File: src/rtl/solve_pkg.sv
// solve_pkg: shared FSM encoding, opcode values and record addressing for solve_sequencer.
package solve_pkg;
    typedef enum logic [2:0] {INIT, RD_OPC, LAT_OPC, RD_ARG, LAT_ARG, ISSUE, WAIT_RES, DONE} state_t;
    localparam logic OP_ADD = 1'b0;
    localparam logic OP_MUL = 1'b1;
    function automatic logic [31:0] rec_base(input logic [31:0] p, input logic [31:0] ops);
        return p * (ops + 32'd1);
    endfunction
endpackage

File: src/rtl/solve_addr_gen.sv
// solve_addr_gen: problem/operand counters and worksheet read address for solve_sequencer.
module solve_addr_gen
    import solve_pkg::*;
#(
    parameter int NUM_PROBLEMS = 4,
    parameter int OPS_PER_PROB = 3,
    parameter int ADDR_W       = 12
) (
    input  logic              clk,
    input  logic              rst,
    input  logic              i_k_inc,
    input  logic              i_p_inc,
    input  logic              i_sel_arg,
    output logic [ADDR_W-1:0] o_addr,
    output logic              o_first_k,
    output logic              o_last_k,
    output logic              o_last_p
);
    localparam int PW = NUM_PROBLEMS > 1 ? $clog2(NUM_PROBLEMS) : 1;
    localparam int KW = $clog2(OPS_PER_PROB);
    logic [PW-1:0] r_p;
    logic [KW-1:0] r_k;
    logic [31:0]   w_base;
    always_ff @(posedge clk or negedge rst) begin
        if (!rst) begin
            r_p <= '0;
            r_k <= '0;
        end else if (i_p_inc) begin
            r_p <= r_p + 1'b1;
            r_k <= '0;
        end else if (i_k_inc) begin
            r_k <= r_k + 1'b1;
        end
    end
    assign w_base    = rec_base(32'(r_p), 32'(OPS_PER_PROB));
    // operands follow the opcode word of each record
    assign o_addr    = ADDR_W'(i_sel_arg ? w_base + 32'd1 + 32'(r_k) : w_base);
    assign o_first_k = r_k == '0;
    assign o_last_k  = r_k == KW'(OPS_PER_PROB - 1);
    assign o_last_p  = r_p == PW'(NUM_PROBLEMS - 1);
endmodule

File: src/rtl/solve_sequencer.sv
// solve_sequencer: walks worksheet records, streams operands to the reduce unit and sums results.
// Optional sticky carry-out flag on output ovf when SOLVE_SEQ_OVF_DETECT_EN is defined.
module solve_sequencer
    import solve_pkg::*;
#(
    parameter int NUM_PROBLEMS = 4,
    parameter int OPS_PER_PROB = 3,
    parameter int OPERAND_W    = 16,
    parameter int ADDR_W       = 12,
    parameter int ACC_W        = 64
) (
    input  logic                 clk,
    input  logic                 rst,
    output logic                 mem_rd_en,
    output logic [ADDR_W-1:0]    mem_addr,
    input  logic [OPERAND_W-1:0] mem_rdata,
    output logic                 op_valid,
    input  logic                 op_ready,
    output logic                 op_first,
    output logic                 op_last,
    output logic                 op_code,
    output logic [OPERAND_W-1:0] op_data,
    input  logic                 res_valid,
    input  logic [ACC_W-1:0]     res_data,
    output logic                 busy,
    output logic [ACC_W-1:0]     count,
    output logic                 done
`ifdef SOLVE_SEQ_OVF_DETECT_EN
    ,
    output logic                 ovf
`endif
);
    state_t           r_state;
    logic [ACC_W-1:0] r_total;
    logic             w_first_k;
    logic             w_last_k;
    logic             w_last_p;
    logic             w_k_inc;
    logic             w_p_inc;
`ifdef SOLVE_SEQ_OVF_DETECT_EN
    logic [ACC_W:0]   w_sum;
    assign w_sum = {1'b0, r_total} + {1'b0, res_data};
`else
    logic [ACC_W-1:0] w_sum;
    assign w_sum = r_total + res_data;
`endif

    assign w_k_inc = r_state == ISSUE && op_ready && !w_last_k;
    assign w_p_inc = r_state == WAIT_RES && res_valid && !w_last_p;

    solve_addr_gen #(
        .NUM_PROBLEMS(NUM_PROBLEMS),
        .OPS_PER_PROB(OPS_PER_PROB),
        .ADDR_W      (ADDR_W)
    ) u_addr (
        .clk      (clk),
        .rst      (rst),
        .i_k_inc  (w_k_inc),
        .i_p_inc  (w_p_inc),
        .i_sel_arg(r_state == RD_ARG),
        .o_addr   (mem_addr),
        .o_first_k(w_first_k),
        .o_last_k (w_last_k),
        .o_last_p (w_last_p)
    );

    always_ff @(posedge clk or negedge rst) begin
        if (!rst) begin
            r_state   <= INIT;
            r_total   <= '0;
            mem_rd_en <= 1'b0;
            op_valid  <= 1'b0;
            op_first  <= 1'b0;
            op_last   <= 1'b0;
            op_code   <= OP_ADD;
            op_data   <= '0;
            busy      <= 1'b0;
            count     <= '0;
            done      <= 1'b0;
`ifdef SOLVE_SEQ_OVF_DETECT_EN
            ovf       <= 1'b0;
`endif
        end else begin
            mem_rd_en <= 1'b0;
            count     <= r_total;
            case (r_state)
                INIT: begin
                    r_state   <= RD_OPC;
                    mem_rd_en <= 1'b1;
                    busy      <= 1'b1;
                end
                RD_OPC: r_state <= LAT_OPC;
                LAT_OPC: begin
                    op_code   <= mem_rdata[0] ? OP_MUL : OP_ADD;
                    r_state   <= RD_ARG;
                    mem_rd_en <= 1'b1;
                end
                RD_ARG: r_state <= LAT_ARG;
                LAT_ARG: begin
                    op_data  <= mem_rdata;
                    op_valid <= 1'b1;
                    op_first <= w_first_k;
                    op_last  <= w_last_k;
                    r_state  <= ISSUE;
                end
                ISSUE: if (op_ready) begin
                    op_valid  <= 1'b0;
                    r_state   <= w_last_k ? WAIT_RES : RD_ARG;
                    mem_rd_en <= !w_last_k;
                end
                WAIT_RES: if (res_valid) begin
                    r_total   <= w_sum[ACC_W-1:0];
`ifdef SOLVE_SEQ_OVF_DETECT_EN
                    ovf       <= ovf | w_sum[ACC_W];
`endif
                    r_state   <= w_last_p ? DONE : RD_OPC;
                    mem_rd_en <= !w_last_p;
                    busy      <= !w_last_p;
                    done      <= w_last_p;
                end
                default: ;
            endcase
        end
    end
endmodule

File: config.mk
export PLATFORM = sky130hd
export DESIGN_NAME = solve_sequencer
export DESIGN_NICKNAME = d
export VERILOG_FILES = /design/src/rtl/solve_pkg.sv /design/src/rtl/solve_addr_gen.sv /design/src/rtl/solve_sequencer.sv
export SDC_FILE = /design/constraint.sdc
export NUM_CORES = 1
export LEC_CHECK = 0
export ABC_CLOCK_PERIOD_IN_PS = 5790
export BUFFER_PORTS_ARGS = -buffer_cell sky130_fd_sc_hd__buf_4
export CAP_MARGIN = 20
export CORE_MARGIN = 4
export CORE_UTILIZATION = 60
export DETAILED_ROUTE_END_ITERATION = 7
export PLACE_DENSITY = 0.85
export SYNTH_ARGS = -nofsm -noshare
export SYNTH_HDL_FRONTEND = slang
export SYNTH_SLANG_ARGS = --single-unit
export TNS_END_PERCENT = 50
File: constraint.sdc
create_clock -name clk -period 5.79 [get_ports clk]
set_input_delay 1.158 -clock clk [delete_from_list [all_inputs] [get_ports clk]]
set_output_delay 1.158 -clock clk [all_outputs]
set_load 0.02 [all_outputs]
; ---- Yosys cells after proc, flatten, opt, wreduce, memory -nomap -nowiden
; Index checks and enable logic that the tools add are counted.
[totals]
reg_bits = 158
inputBits = 84
out_inout_bits = 99
wordCells = 61
[classes]
add_sub_neg = 5
n_eq_ne = 10
muxes = 16
reduce_logical = 17
[ops]
columns = operator, n
row1 = 64-bit adder, 1
row2 = 3-bit case mux with 7 select lines, 1
row3 = 12-bit by 2-bit adder with 12-bit output, 1
row4 = 12-bit 2-to-1 mux, 1
row5 = 3-bit 2-to-1 mux, 4
row6 = 3-bit equality test (second input constant), 3
row7 = 7-bit nonzero test, 1
row8 = 3-bit by 2-bit equality test with 1-bit output (second input constant), 2
row9 = 2-bit AND reduction, 3
row10 = 2-bit nonzero test, 3
row11 = 4-bit by 1-bit adder with 5-bit output (second input constant), 1
row12 = 1-bit 2-to-1 mux, 5
row13 = 2-bit by 1-bit adder with 2-bit output (second input constant), 2
row14 = 2-bit equality test (second input constant), 2
row15 = 1-bit logical AND, 4
row16 = 2-bit 2-to-1 mux, 2
row17 = 2-bit != test (second input constant), 2
row18 = 1-bit case mux with 2 select lines, 2
row19 = 3-bit by 1-bit equality test with 1-bit output (second input constant), 1
row20 = 3-bit logical NOT, 1
row21 = 1-bit case mux with 3 select lines, 1
row22 = 3-bit AND reduction, 1
row23 = 1-bit logical NOT, 2
row24 = 2-bit logical NOT, 1
row25 = 2-bit OR reduction, 1

; ---- Logic depth before layout (Yosys ltp)
[logic_depth]
depth_word = 5
mapped_depth = 13
mapped_depth_nobuf = 13

; ---- Hierarchy
; Synthesis repeated with hierarchy kept, for this count alone.
[hier_totals]
cells_unflattened = 950
area_unflattened_um2 = 8978.6
[modules_own_cells]
columns = module, n_inst, cells_each, area_each_um2, seq_area_each_um2
row1 = solve_sequencer, 1, 919, 8669.6, 3853.7
row2 = solve_addr_gen, 1, 31, 309.0, 100.1

; ---- Worst setup path after synthesis
; Ideal clock, no wire load.
[synth_timing]
path_kind = in2reg
from = in res_data[0]
to = reg r_total[62]
setup_time_ns = 0.129
arrival_time_ns = 3.847
t_required_ns = 5.661
slack_ns = 1.814
cell_stages = 13
n_path_buf = 0
path_cell_list = ha_1 -> fa_1 -> a21oi_1 -> o21ai_0 -> a21oi_1 -> o31a_1 -> o211ai_2 -> a31oi_1 -> or4_1 -> a2111o_1 -> o31ai_2 -> xnor2_1 -> o21ai_1
[synth_via]
elab_chain_cells = 1
[synth_lines]
columns = element, line
row1 = "start, declared", solve_sequencer.sv:24  ; input logic [ACC_W-1:0] res_data,
row2 = 64-bit adder, solve_sequencer.sv:45  ; assign w_sum = r_total + res_data;
row3 = "end signal, assigned", solve_sequencer.sv:112  ; r_total <= w_sum[ACC_W-1:0];
row4 = "end, declared", solve_sequencer.sv:34  ; logic [ACC_W-1:0] r_total;
; Every way passes these cells.
; A chain may end at the register's enable or synchronous reset.

; ---- Worst setup path after layout
; Same ends and word-level chain as after synthesis.

==> metrics <==
aggregate negative setup slack=0 ps; ANT nets after route=0; Final Max Slew Viols=0; compound-gate portion of the synthesized area=20.5%; initial drt markers=625; minimum clock period=4110 ps; Synth Register Bits=158; clock root buffer master=sky130_fd_sc_hd__clkbuf_16; data required time at the worst endpoint=6080 ps; Max-Cap Viols=0; setup repair after global routing missed its margin=false; adder and majority cell fraction of the synthesized area=9.65%; number of diodes added for antenna fixing=0; top-level I/O count=183; sequential cell fraction of total power=29.7%; transition time of the tightest slew-check pin=839 ps; worst setup slack for register-to-register paths=2090 ps; CTS clk-pin slew, worst paths=60 ps; die extent in y=130 um; share of the yosys chip area belonging to registers=44.4%; DRC violations left=0; netlist area before placement=8900 um2; Psw=2.78 mW; first-pass GRT wire length=36,000 um; final wirelength=22,500 um; static leakage=5.42 nW; Slew Limit Headroom=42.6%; xor/xnor share of the synthesized area=6.10%; Switching Fraction=42.7%; worst hold path class=reg2reg; DIE AREA=16,800 um2; synthesized-area fraction occupied by and/or/nand/nor cells=13.1%; power consumption=6.51 mW; number of input and output port buffers inserted=175; hold-fix buffers at CTS=0; gr ovfl total=0; number of flops mapped to enable cells by yosys=0; post-route fraction of the period consumed by the critical path=71.0%; number of different library cells in the post-synthesis netlist=62; clk buf depth=2; area share of the largest cell type after synthesis=44.4%; Power Internal=3.73 mW; worst skew pair latency=420 ps; number of resized instances in the post-cts repair step=0; clock network power share=17.5%; # clock sinks=158; final net count=1,245; top fanout value on the critical path=5; Worst Clk Skew=10.3 ps; power density over cell area=594 nW/um2; number of buffers created by CTS=17; clock tree from TritonCTS=built; worst vdd ir=0.276 mV; hold violation count in the final report=0; Syn. warnings=0; largest area contributor in the netlist=sky130_fd_sc_hd__dfrtp_1; multiplexer share of the synthesized area=2.90%; detail-routed net length per standard cell=17.4 um; dominant combinational cell family by area after synthesis=compound AO/OA/AOI/OAI gates; vias in the first global route=7,294; largest net degree at the start of global routing=123; gp weighted congestion=0.899; area added between synthesis and finish=23.2%; CP startpoint kind=input pin; arrival time worst endpoint=4410 ps; class of the most critical setup path=in2reg; die width=130 um; Max Clk Rate=243 MHz; fraction of final layout cells sized beyond drive strength 1=22.3%; number of detailed-route iterations in the first pass=5; top_reg_cell synth=sky130_fd_sc_hd__dfrtp_1; type of element capturing the critical path=flop; All-Layer GR Usage=26.7%; via count=7,598; DPL Wire Length=16,700 um; async set-or-reset flop fraction in the synthesized netlist=100%; postcts setup bufs=0; Logic pwr share=52.8%; number of antenna violations at the first check in global routing=0; Synth Area per Inst=9.55 um2; starting utilization of the core area=61.2%; num rows=44; area of the placeable core=14,500 um2; number of levels in the clock H-tree=4; result of the run=completed; Via-to-Cell Ratio=5.89; total setup violations reported at the end of the flow=0; gate count after technology mapping=932; cells taking the most area after synthesis=sky130_fd_sc_hd__dfrtp_1, sky130_fd_sc_hd__ha_1, sky130_fd_sc_hd__nand2_1, sky130_fd_sc_hd__o21ai_0, sky130_fd_sc_hd__a21oi_1
[critical path, cell delays in order]
cell                       delay [ps]
sky130_fd_sc_hd__buf_4             80
sky130_fd_sc_hd__ha_1             210
sky130_fd_sc_hd__fa_1             250
sky130_fd_sc_hd__a21oi_1          100
sky130_fd_sc_hd__o21ai_0          180
sky130_fd_sc_hd__a21oi_1          140
sky130_fd_sc_hd__o31a_1           360
sky130_fd_sc_hd__o211ai_2         240
sky130_fd_sc_hd__a31oi_1          220
sky130_fd_sc_hd__or4_1            570
sky130_fd_sc_hd__a2111o_1         450
sky130_fd_sc_hd__o31ai_2          220
sky130_fd_sc_hd__xnor2_1          150
sky130_fd_sc_hd__o21ai_1           70
[state kept, by name (all words and copies together), names as in the netlist, 2 cells and up]
name and count:
count 64, r_total 64, op_data 16, r_state 3
u_addr.r_k 2, u_addr.r_p 2
[logic make-up after synthesis]
family                     after synthesis
AOI/OAI and AO/OA                      284
and+or+nand+nor                        266
DFF                                    158
buffers and inverters                   70
adders and majority gates               68
xor gates and xnor gates                62
muxes                                   23
other                                    1
[Yosys cell counts (8+ instances only)]
cell / instances
sky130_fd_sc_hd__dfrtp_1: 158
sky130_fd_sc_hd__nand2_1: 139
sky130_fd_sc_hd__o21ai_0: 90
sky130_fd_sc_hd__a21oi_1: 74
sky130_fd_sc_hd__ha_1: 67
sky130_fd_sc_hd__nor2_1: 57
sky130_fd_sc_hd__xnor2_1: 42
sky130_fd_sc_hd__clkbuf_1: 38
sky130_fd_sc_hd__a21o_1: 32
sky130_fd_sc_hd__inv_1: 25
sky130_fd_sc_hd__mux2_2: 22
sky130_fd_sc_hd__xor2_1: 20
sky130_fd_sc_hd__nand4_1: 16
sky130_fd_sc_hd__o21bai_1: 14
sky130_fd_sc_hd__nand3_1: 13
sky130_fd_sc_hd__a31oi_1: 10
sky130_fd_sc_hd__nor3_1: 8
sky130_fd_sc_hd__o31ai_1: 8
[per-layer routing]
metal / global-route usage [%] / vias up / part of all wire, %
li1: - / 3644 / -
met1: 36.9 / 3588 / 43
met2: 43.7 / 328 / 48
met3: 5.03 / 38 / 7.6
met4: 7.33 / 0 / 1.8
met5: 0 / - / 0
[power groups by stage]
stage               Sequential [mW]  Clock, mW  Combinational [mW]
floorplan                      2.18          0                2.03
global placement               1.92          0                3.30
detailed placement             1.94          0                3.38
CTS                            1.93       1.14                3.41
global route                   1.99       1.19                3.78
finish                         1.93       1.14                3.44
[stage by stage]
| stage | util, % | area [um2] | hold WS, ps | instances | setup WS [ps] |
|---|---|---|---|---|---|
| after floorplan | - | 8920 | 372 | 938 | 1810 |
| after global placement | 71.0 | 10300 | 387 | 1256 | 1260 |
| after detailed placement | 71.0 | 10300 | 391 | 1256 | 1270 |
| after CTS | 75.1 | 10900 | 404 | 1287 | 1670 |
| after global routing | 75.4 | 11000 | 416 | 1289 | 1500 |
| final | 75.4 | 11000 | 402 | 1289 | 1680 |
[placed cells by master (no fill, tap or decap), drive strengths merged, types with 4 or more instances in the layout]
cell type  count
buf          181
dfrtp        158
nand2        139
o21ai         94
a21oi         75
ha            67
nor2          57
xnor2         42
a21o          32
inv           25
mux2          22
clkbuf        21
xor2          20
nand4         16
o21bai        14
nand3         13
a31oi         10
o31ai          9
nor3           8
and2           7
a211oi         7
conb           7
clkinv         6
and3           5
nand2b         4
nor2b          4
o21a           4
a211o          4
a221o          4
o211ai         4
o41ai          4
[final timing paths]
path	start	to	cells past startpoint
max	res_data[0]	r_total[62]$_DFFE_PN0P_	14
min	r_total[30]$_DFFE_PN0P_	count[30]$_DFF_PN0_	0
max reg2reg	r_total[0]$_DFFE_PN0P_	r_total[62]$_DFFE_PN0P_	13
min reg2reg	r_total[30]$_DFFE_PN0P_	count[30]$_DFF_PN0_	0
max in group asynchronous	rst	count[28]$_DFF_PN0_	2
min in group asynchronous	rst	count[11]$_DFF_PN0_	1
[area by class of cell]
cell class | instances | area, um2
multi-input combinational | 710 | 4690
sequential | 158 | 3950
fill | 1010 | 3570
timing repair buffer | 181 | 1400
clock buffer | 21 | 460
tap | 184 | 230
clock inverter | 10 | 139
inverter | 25 | 93.8
(Power assumes the default switching activity.)
